$ cat src/rtl/ps2_zx_keyboard.sv
// PS/2 set-2 keyboard receiver driving an emulated ZX Spectrum 8x5 key matrix.
// Ports:
//   clk28      system clock (28 MHz)
//   rst_n      synchronous active-low reset
//   ps2_clk    PS/2 clock pin (async, idle high)
//   ps2_dat    PS/2 data pin (async, idle high)
//   addr_hi    CPU A15..A8; a low bit r selects half-row r
//   kd         active-low column data for the selected half-rows (registered)
//   reset_req  one-cycle pulse on Ctrl+Alt+Del make
//   frame_err  one-cycle pulse when a frame is discarded
module ps2_zx_keyboard #(
  parameter int unsigned FILTER_LEN = 8,
  parameter int unsigned TIMEOUT    = 28000
) (
  input  logic       clk28,
  input  logic       rst_n,
  input  logic       ps2_clk,
  input  logic       ps2_dat,
  input  logic [7:0] addr_hi,
  output logic [4:0] kd,
  output logic       reset_req,
  output logic       frame_err
);

  localparam int unsigned FW = $clog2(FILTER_LEN + 1);
  localparam int unsigned TW = $clog2(TIMEOUT + 1);

  typedef enum logic [1:0] {S_IDLE, S_DATA, S_PARITY, S_STOP} state_t;

  // ---------------- input synchronisers and glitch filters ----------------
  logic [1:0]         clk_sync, dat_sync;
  logic [1:0]         raw, filt;        // index 0 = clock, 1 = data
  logic [1:0][FW-1:0] fcnt;
  logic               clk_prev;
  logic               fall_c;
  logic               dat_f;

  assign raw    = {dat_sync[1], clk_sync[1]};
  assign dat_f  = filt[1];
  assign fall_c = clk_prev & ~filt[0];

  always_ff @(posedge clk28) begin
    if (!rst_n) begin
      clk_sync <= 2'b11;
      dat_sync <= 2'b11;
      filt     <= 2'b11;
      fcnt     <= '0;
      clk_prev <= 1'b1;
    end else begin
      clk_sync <= {clk_sync[0], ps2_clk};
      dat_sync <= {dat_sync[0], ps2_dat};
      clk_prev <= filt[0];
      // Level flips on the FILTER_LEN-th consecutive differing sample.
      for (int i = 0; i < 2; i++) begin
        if (raw[i] == filt[i]) begin
          fcnt[i] <= '0;
        end else if (fcnt[i] == FW'(FILTER_LEN - 1)) begin
          filt[i] <= raw[i];
          fcnt[i] <= '0;
        end else begin
          fcnt[i] <= fcnt[i] + 1'b1;
        end
      end
    end
  end

  // ---------------- frame receiver ----------------
  state_t        state_q, state_d;
  logic [2:0]    bit_cnt_q;
  logic [7:0]    shift_q;
  logic          par_ok_q;
  logic [TW-1:0] tmo_q;
  logic          err_c, byte_c, tmo_hit_c;
  logic          byte_vld_q;
  logic [7:0]    byte_q;

  always_ff @(posedge clk28) begin
    if (!rst_n) state_q <= S_IDLE;
    else        state_q <= state_d;
  end

  // Next state; parity result is held until the stop bit so a bad frame
  // produces exactly one error pulse.
  always_comb begin
    state_d   = state_q;
    err_c     = 1'b0;
    byte_c    = 1'b0;
    tmo_hit_c = (state_q != S_IDLE) && (tmo_q == TW'(TIMEOUT - 1));
    if (fall_c) begin
      case (state_q)
        S_IDLE:   if (!dat_f) state_d = S_DATA; else err_c = 1'b1;
        S_DATA:   if (bit_cnt_q == 3'd7) state_d = S_PARITY;
        S_PARITY: state_d = S_STOP;
        S_STOP: begin
          state_d = S_IDLE;
          if (dat_f && par_ok_q) byte_c = 1'b1;
          else                   err_c  = 1'b1;
        end
        default:  state_d = S_IDLE;
      endcase
    end else if (tmo_hit_c) begin
      state_d = S_IDLE;
      err_c   = 1'b1;
    end
  end

  always_ff @(posedge clk28) begin
    if (!rst_n) begin
      bit_cnt_q  <= '0;
      shift_q    <= '0;
      par_ok_q   <= 1'b0;
      tmo_q      <= '0;
      frame_err  <= 1'b0;
      byte_vld_q <= 1'b0;
      byte_q     <= '0;
    end else begin
      frame_err  <= err_c;
      byte_vld_q <= byte_c;
      if (byte_c) byte_q <= shift_q;
      if (fall_c || state_q == S_IDLE) tmo_q <= '0;
      else                             tmo_q <= tmo_q + 1'b1;
      if (fall_c) begin
        case (state_q)
          S_IDLE:   bit_cnt_q <= '0;
          S_DATA: begin
            shift_q   <= {dat_f, shift_q[7:1]};
            bit_cnt_q <= bit_cnt_q + 1'b1;
          end
          S_PARITY: par_ok_q <= (^shift_q) ^ dat_f;
          default:  ;
        endcase
      end
    end
  end

  // ---------------- scancode decoder ----------------
  logic            brk_q, ext_q;
  logic [2:0]      skip_q;
  logic [7:0][4:0] direct_q;
  logic [4:0]      comp_q;   // Bksp, Left, Down, Up, Right
  logic            ctrl_l_q, ctrl_r_q, alt_l_q, alt_r_q, del_q;
  logic [6:0]      dmap_c;   // {hit, row, col}
  logic            comp_hit_c;
  logic [2:0]      comp_idx_c;
  logic            make_c;

  function automatic logic [6:0] dk(input int unsigned r, input int unsigned c);
    return {1'b1, 3'(r), 3'(c)};
  endfunction

  assign make_c = ~brk_q;

  // Unextended codes that map straight onto one matrix position.
  always_comb begin
    dmap_c = '0;
    if (!ext_q) begin
      case (byte_q)
        8'h12: dmap_c = dk(0, 0);  8'h1A: dmap_c = dk(0, 1);  8'h22: dmap_c = dk(0, 2);
        8'h21: dmap_c = dk(0, 3);  8'h2A: dmap_c = dk(0, 4);
        8'h1C: dmap_c = dk(1, 0);  8'h1B: dmap_c = dk(1, 1);  8'h23: dmap_c = dk(1, 2);
        8'h2B: dmap_c = dk(1, 3);  8'h34: dmap_c = dk(1, 4);
        8'h15: dmap_c = dk(2, 0);  8'h1D: dmap_c = dk(2, 1);  8'h24: dmap_c = dk(2, 2);
        8'h2D: dmap_c = dk(2, 3);  8'h2C: dmap_c = dk(2, 4);
        8'h16: dmap_c = dk(3, 0);  8'h1E: dmap_c = dk(3, 1);  8'h26: dmap_c = dk(3, 2);
        8'h25: dmap_c = dk(3, 3);  8'h2E: dmap_c = dk(3, 4);
        8'h45: dmap_c = dk(4, 0);  8'h46: dmap_c = dk(4, 1);  8'h3E: dmap_c = dk(4, 2);
        8'h3D: dmap_c = dk(4, 3);  8'h36: dmap_c = dk(4, 4);
        8'h4D: dmap_c = dk(5, 0);  8'h44: dmap_c = dk(5, 1);  8'h43: dmap_c = dk(5, 2);
        8'h3C: dmap_c = dk(5, 3);  8'h35: dmap_c = dk(5, 4);
        8'h5A: dmap_c = dk(6, 0);  8'h4B: dmap_c = dk(6, 1);  8'h42: dmap_c = dk(6, 2);
        8'h3B: dmap_c = dk(6, 3);  8'h33: dmap_c = dk(6, 4);
        8'h29: dmap_c = dk(7, 0);  8'h59: dmap_c = dk(7, 1);  8'h3A: dmap_c = dk(7, 2);
        8'h31: dmap_c = dk(7, 3);  8'h32: dmap_c = dk(7, 4);
        default: dmap_c = '0;
      endcase
    end
  end

  // Keys that emulate CS plus another key.
  always_comb begin
    comp_hit_c = 1'b1;
    comp_idx_c = '0;
    case ({ext_q, byte_q})
      9'h066:  comp_idx_c = 3'd0;
      9'h16B:  comp_idx_c = 3'd1;
      9'h172:  comp_idx_c = 3'd2;
      9'h175:  comp_idx_c = 3'd3;
      9'h174:  comp_idx_c = 3'd4;
      default: comp_hit_c = 1'b0;
    endcase
  end

  always_ff @(posedge clk28) begin
    if (!rst_n) begin
      brk_q     <= 1'b0;
      ext_q     <= 1'b0;
      skip_q    <= '0;
      direct_q  <= '0;
      comp_q    <= '0;
      ctrl_l_q  <= 1'b0;
      ctrl_r_q  <= 1'b0;
      alt_l_q   <= 1'b0;
      alt_r_q   <= 1'b0;
      del_q     <= 1'b0;
      reset_req <= 1'b0;
    end else begin
      reset_req <= 1'b0;
      if (byte_vld_q) begin
        if (skip_q != 3'd0) begin
          skip_q <= skip_q - 1'b1;          // swallowing the Pause sequence
        end else if (byte_q == 8'hF0) begin
          brk_q <= 1'b1;
        end else if (byte_q == 8'hE0) begin
          ext_q <= 1'b1;
        end else if (byte_q == 8'hE1) begin
          skip_q <= 3'd7;
          brk_q  <= 1'b0;
          ext_q  <= 1'b0;
        end else begin
          brk_q <= 1'b0;
          ext_q <= 1'b0;
          if (dmap_c[6]) direct_q[dmap_c[5:3]][dmap_c[2:0]] <= make_c;
          if (comp_hit_c) comp_q[comp_idx_c] <= make_c;
          case ({ext_q, byte_q})
            9'h014: ctrl_l_q <= make_c;
            9'h114: ctrl_r_q <= make_c;
            9'h011: alt_l_q  <= make_c;
            9'h111: alt_r_q  <= make_c;
            9'h171: begin
              del_q <= make_c;
              // Only the first make fires; typematic repeats are ignored.
              if (make_c && !del_q && (ctrl_l_q || ctrl_r_q) && (alt_l_q || alt_r_q))
                reset_req <= 1'b1;
            end
            default: ;
          endcase
        end
      end
    end
  end

  // ---------------- matrix readout ----------------
  logic [7:0][4:0] pressed_c;
  logic [4:0]      col_c;

  always_comb begin
    pressed_c       = direct_q;
    pressed_c[0][0] = direct_q[0][0] | (|comp_q);
    pressed_c[4][0] = direct_q[4][0] | comp_q[0];
    pressed_c[3][4] = direct_q[3][4] | comp_q[1];
    pressed_c[4][4] = direct_q[4][4] | comp_q[2];
    pressed_c[4][3] = direct_q[4][3] | comp_q[3];
    pressed_c[4][2] = direct_q[4][2] | comp_q[4];
  end

  always_comb begin
    col_c = '0;
    for (int r = 0; r < 8; r++) begin
      if (!addr_hi[r]) col_c = col_c | pressed_c[r];
    end
  end

  always_ff @(posedge clk28) begin
    if (!rst_n) kd <= 5'b11111;
    else        kd <= ~col_c;
  end

endmodule

$ cat config.mk
export PLATFORM = sky130hd
export DESIGN_NAME = ps2_zx_keyboard
export DESIGN_NICKNAME = d
export VERILOG_FILES = /design/src/rtl/ps2_zx_keyboard.sv
export SDC_FILE = /design/constraint.sdc
export NUM_CORES = 1
export LEC_CHECK = 0
export ABC_AREA = 1
export CAP_MARGIN = 0
export CORE_MARGIN = 3
export CORE_UTILIZATION = 40
export CTS_CLUSTER_DIAMETER = 40
export DETAILED_ROUTE_END_ITERATION = 8
export PLACE_DENSITY = 0.65
export SLEW_MARGIN = 25
export SYNTH_ARGS = -nofsm -noshare
export SYNTH_HDL_FRONTEND = slang
export SYNTH_SLANG_ARGS = --single-unit
$ cat constraint.sdc
create_clock -name clk28 -period 3.04 [get_ports clk28]
set_clock_uncertainty 0.1 [all_clocks]
set_input_delay 0.608 -clock clk28 [delete_from_list [all_inputs] [get_ports clk28]]
set_output_delay 0.608 -clock clk28 [all_outputs]
set_load 0.02 [all_outputs]
==> impl_metrics.py <==
metrics = {
    "status": {
        "status": "completed",
    },
    "logic_synthesis": {
        "syn_nets": 977,
        "synth_edf_count": 0,
        "ys_seq_elements": 122,
        "synthFlopType": "dfxtp_1",
        "synth.most_common_cell": "nand2_1",
        "synthArstFlopShare_pct": 0,
        "synth_top_area_share_pct": 37.74,
        "ys_seq_area_share_pct": 37.74,
        "ys_warn_count": 0,
        "yosys-top-cells-area": "dfxtp_1 (38%), nand2_1 (12%), nor2_1 (7.8%)",
        "netlist_instances": 949,
        "synth.avg_cell_area_um2": 6.819,
        "yosysTopAreaCell": "dfxtp_1",
        "synth.cell_area_mm2": 0.006471,
        "synth_top_cells_by_count": "nand2_1 (202), nor2_1 (135), dfxtp_1 (122)",
        "ys_types": 43,
    },
    "sta": {
        "tightest_slew_ns": 0.9453,
        "rsz0062_at_grt": "no",
        "worst_hold_slack_ns": 0.3194,
        "max_slew_margin_pct": 36.69,
        "fmaxAchievable_mhz": 399.2,
        "fin_tns_setup_ns": 0,
        "period_share_pct": 82.40,
        "fin_crit_ns": 2.505,
        "setup_viol": 0,
        "hold_violations": 0,
        "slew_violations": 0,
    },
    "clock_network": {
        "cts-root-buf": "clkbuf_16",
        "cts.path.max_buffers": 2,
        "cts_tree": "yes",
        "htree_levels": 4,
        "cts_buffers": 17,
        "post_cts_resized": 0,
        "insertion_delay_ns": 0.42,
        "postCtsSetupBuffers": 0,
        "cts_hold_buffers": 0,
        "cts.sinks": 122,
        "clkTransAtPathRegs_ns": 0.06,
    },
    "power": {
        "p_comb_share_pct": 1.6,
        "p_sw_share_pct": 20.89,
        "power_frac_seq_pct": 43.1,
        "p_clk_share_pct": 55.3,
        "p_leak_nw": 2.867,
        "switchingPower_w": 0.0007785,
        "ir_worst_vdd_v": 0.0003537,
        "p_int_w": 0.002948,
        "p_per_area_mw_per_mm2": 500.5,
    },
    "floorplan": {
        "chipHeight_um": 133.2,
        "fp.coreArea_mm2": 0.01554,
        "initial_core_util_pct": 41.64,
        "placementRows": 45,
        "boundaryPins": 19,
        "die_w_um": 133.2,
        "die_area_mm2": 0.01774,
    },
    "worst_setup_path": {
        "path_max_fanout": 9,
        "crit_required_ns": 3.25,
        "cp_num_buf_inv": 2,
        "crit_family": "simple AND/OR/NAND/NOR gates",
        "crit_chain": "ha_1 -> nand3_2 -> nor2_4 -> nor2_1 -> nor2_1 -> inv_1 -> ha_1 -> inv_1 -> nand2_1 -> nand3_1 -> nand3_1 -> nand3_1 -> nand2_1 -> nand2_1",
        "worstPathArrival_ns": 2.72,
        "crit_path_max_incr_delay_ns": 0.40,
        "worst-setup-path-type": "register to register",
        "cp_slowest_cell": "dfxtp_1",
        "start_kind": "register",
        "worstSetupEndpointType": "register",
    },
    "finish": {
        "layout-drive-gt1-share_pct": 8.660,
        "syn2layout_area_growth_pct": 15.04,
        "antenna_cells": 0,
        "nets": 985,
        "fillers": 1570,
    },
    "place": {
        "port_buffers": 18,
        "place_congestion": 0.9378,
        "hpwl_um": 10550,
    },
    "global_route": {
        "grt_antenna_before_repair": 0,
        "grt_overflow": 0,
        "grt_pass1_wl_um": 26140,
        "grt_start_max_net_pins": 79,
        "grt_pass1_vias": 5389,
        "grt_usage_pct": 17.74,
    },
    "route": {
        "drt-initial-drc-count": 505,
        "route.detailed.drc": 0,
        "vias_per_cell": 5.163,
        "wirelength_um": 15630,
        "vias": 6098,
        "final_antenna_net_count": 0,
        "drt-pass1-iter-count": 7,
        "wl_per_cell_um": 13.23,
    },
    "min_path": {
        "min_path_type": "register to register",
    },
    "run": {
        "maxCapViolCount": 0,
    },
}
-- worst paths after layout --
kind	startpoint	end	slack, ns	cells after the start
setup / recovery	state_q[0]	register	0.53	14
hold / removal	dat_sync[0]	dat_sync[1]	0.32	1
setup reg to reg	state_q[0]	register	0.53	14
hold reg to reg	dat_sync[0]	dat_sync[1]	0.32	1
-- area by class of cell --
| type | count | area [um2] | share of cell area (%) |
|---|---|---|---|
| Tap cell | 211 | 264.0 | 3.546 |
| Clock buffer | 20 | 456.7 | 6.134 |
| Clock inverter | 12 | 147.6 | 1.983 |
| Multi-Input combinational cell | 695 | 3503 | 47.06 |
| Timing Repair Buffer | 26 | 272.8 | 3.664 |
| Sequential cell | 122 | 2442 | 32.81 |
| Inverter | 95 | 357.8 | 4.807 |
-- state kept, by name (all words and copies together) (netlist names), 2 cells and up, named ones only --
name	cells
fcnt	8
dat_sync	2
bit_cnt_q	3
tmo_q	15
shift_q	8
kd	5
state_q	2
clk_sync	2
byte_q	8
skip_q	3
filt	2
direct_q	40
comp_q	5
-- worst register-to-register path, delay by kind of cell (launching register included) --
family / cells / cell delay [ns]
adders and majority gates: 2 / 0.54
buffers and inverters: 2 / 0.21
DFF: 1 / 0.40
and+or+nand+nor: 10 / 1.16
-- power groups by stage --
stage	combinational, W	sequential [W]	clock (W)
6_report	0.0000600	0.00160	0.00206
5_1_grt	0.0000651	0.00160	0.00216
4_1_cts	0.0000598	0.00160	0.00209
3_5_place_dp	0.0000598	0.00164	0
3_3_place_gp	0.0000596	0.00164	0
2_1_floorplan	0.0000311	0.00164	0
-- cell families (layout without fill, tap and decap cells) --
group / Yosys count / after routing / synth area share (%)
AOI/OAI and AO/OA: 146 / 146 / 12.41
xor gates and xnor gates: 11 / 11 / 1.489
adders and majority gates: 16 / 16 / 3.094
buffers and inverters: 132 / 153 / 8.275
DFF: 122 / 122 / 37.74
and+or+nand+nor: 522 / 522 / 36.99
-- cell usage in the layout (no fill, tap or decap), drive strengths merged, types with 2 or more instances in the layout --
cell type | netlist | layout
o211ai | 3 | 3
a211o | 2 | 2
bufinv | 0 | 3
nor3b | 4 | 4
nor2 | 148 | 148
or2 | 5 | 5
nand3b | 4 | 4
o21ai | 40 | 40
nor3 | 9 | 9
clkinvlp | 0 | 2
inv | 94 | 94
dfxtp | 122 | 122
a221oi | 4 | 4
a22o | 5 | 5
nand2 | 212 | 212
ha | 16 | 16
clkdlybuf4s50 | 0 | 17
xnor2 | 6 | 6
nand4 | 51 | 51
a21oi | 87 | 87
nor4 | 4 | 4
xor2 | 5 | 5
clkbuf | 21 | 21
buf | 16 | 8
nand3 | 84 | 84
clkinv | 1 | 8
-- metrics by stage --
| stage | std cells | area (um2) | util (%) | worst slack (ns) | total power [W] |
|---|---|---|---|---|---|
| 2_1_floorplan | 949 | 6471 | - | 0.6635 | 0.001670 |
| 3_3_place_gp | 1149 | 6840 | 44.02 | 0.6221 | 0.001699 |
| 3_5_place_dp | 1149 | 6840 | 44.02 | 0.5552 | 0.001699 |
| 4_1_cts | 1181 | 7445 | 47.91 | 0.5119 | 0.003749 |
| 5_1_grt | 1181 | 7445 | 47.91 | 0.2751 | 0.003833 |
| 6_report | 1181 | 7445 | 47.91 | 0.5350 | 0.003726 |
-- routing by layer --
metal,routed length (um),GRT usage [%],vias up
met3,776,3.588,21
li1,-,-,3164
met4,278,7.029,0
met2,6780,26.13,167
met1,7794,25.38,2746
met5,0,0,-
(Power assumes the default switching activity.)
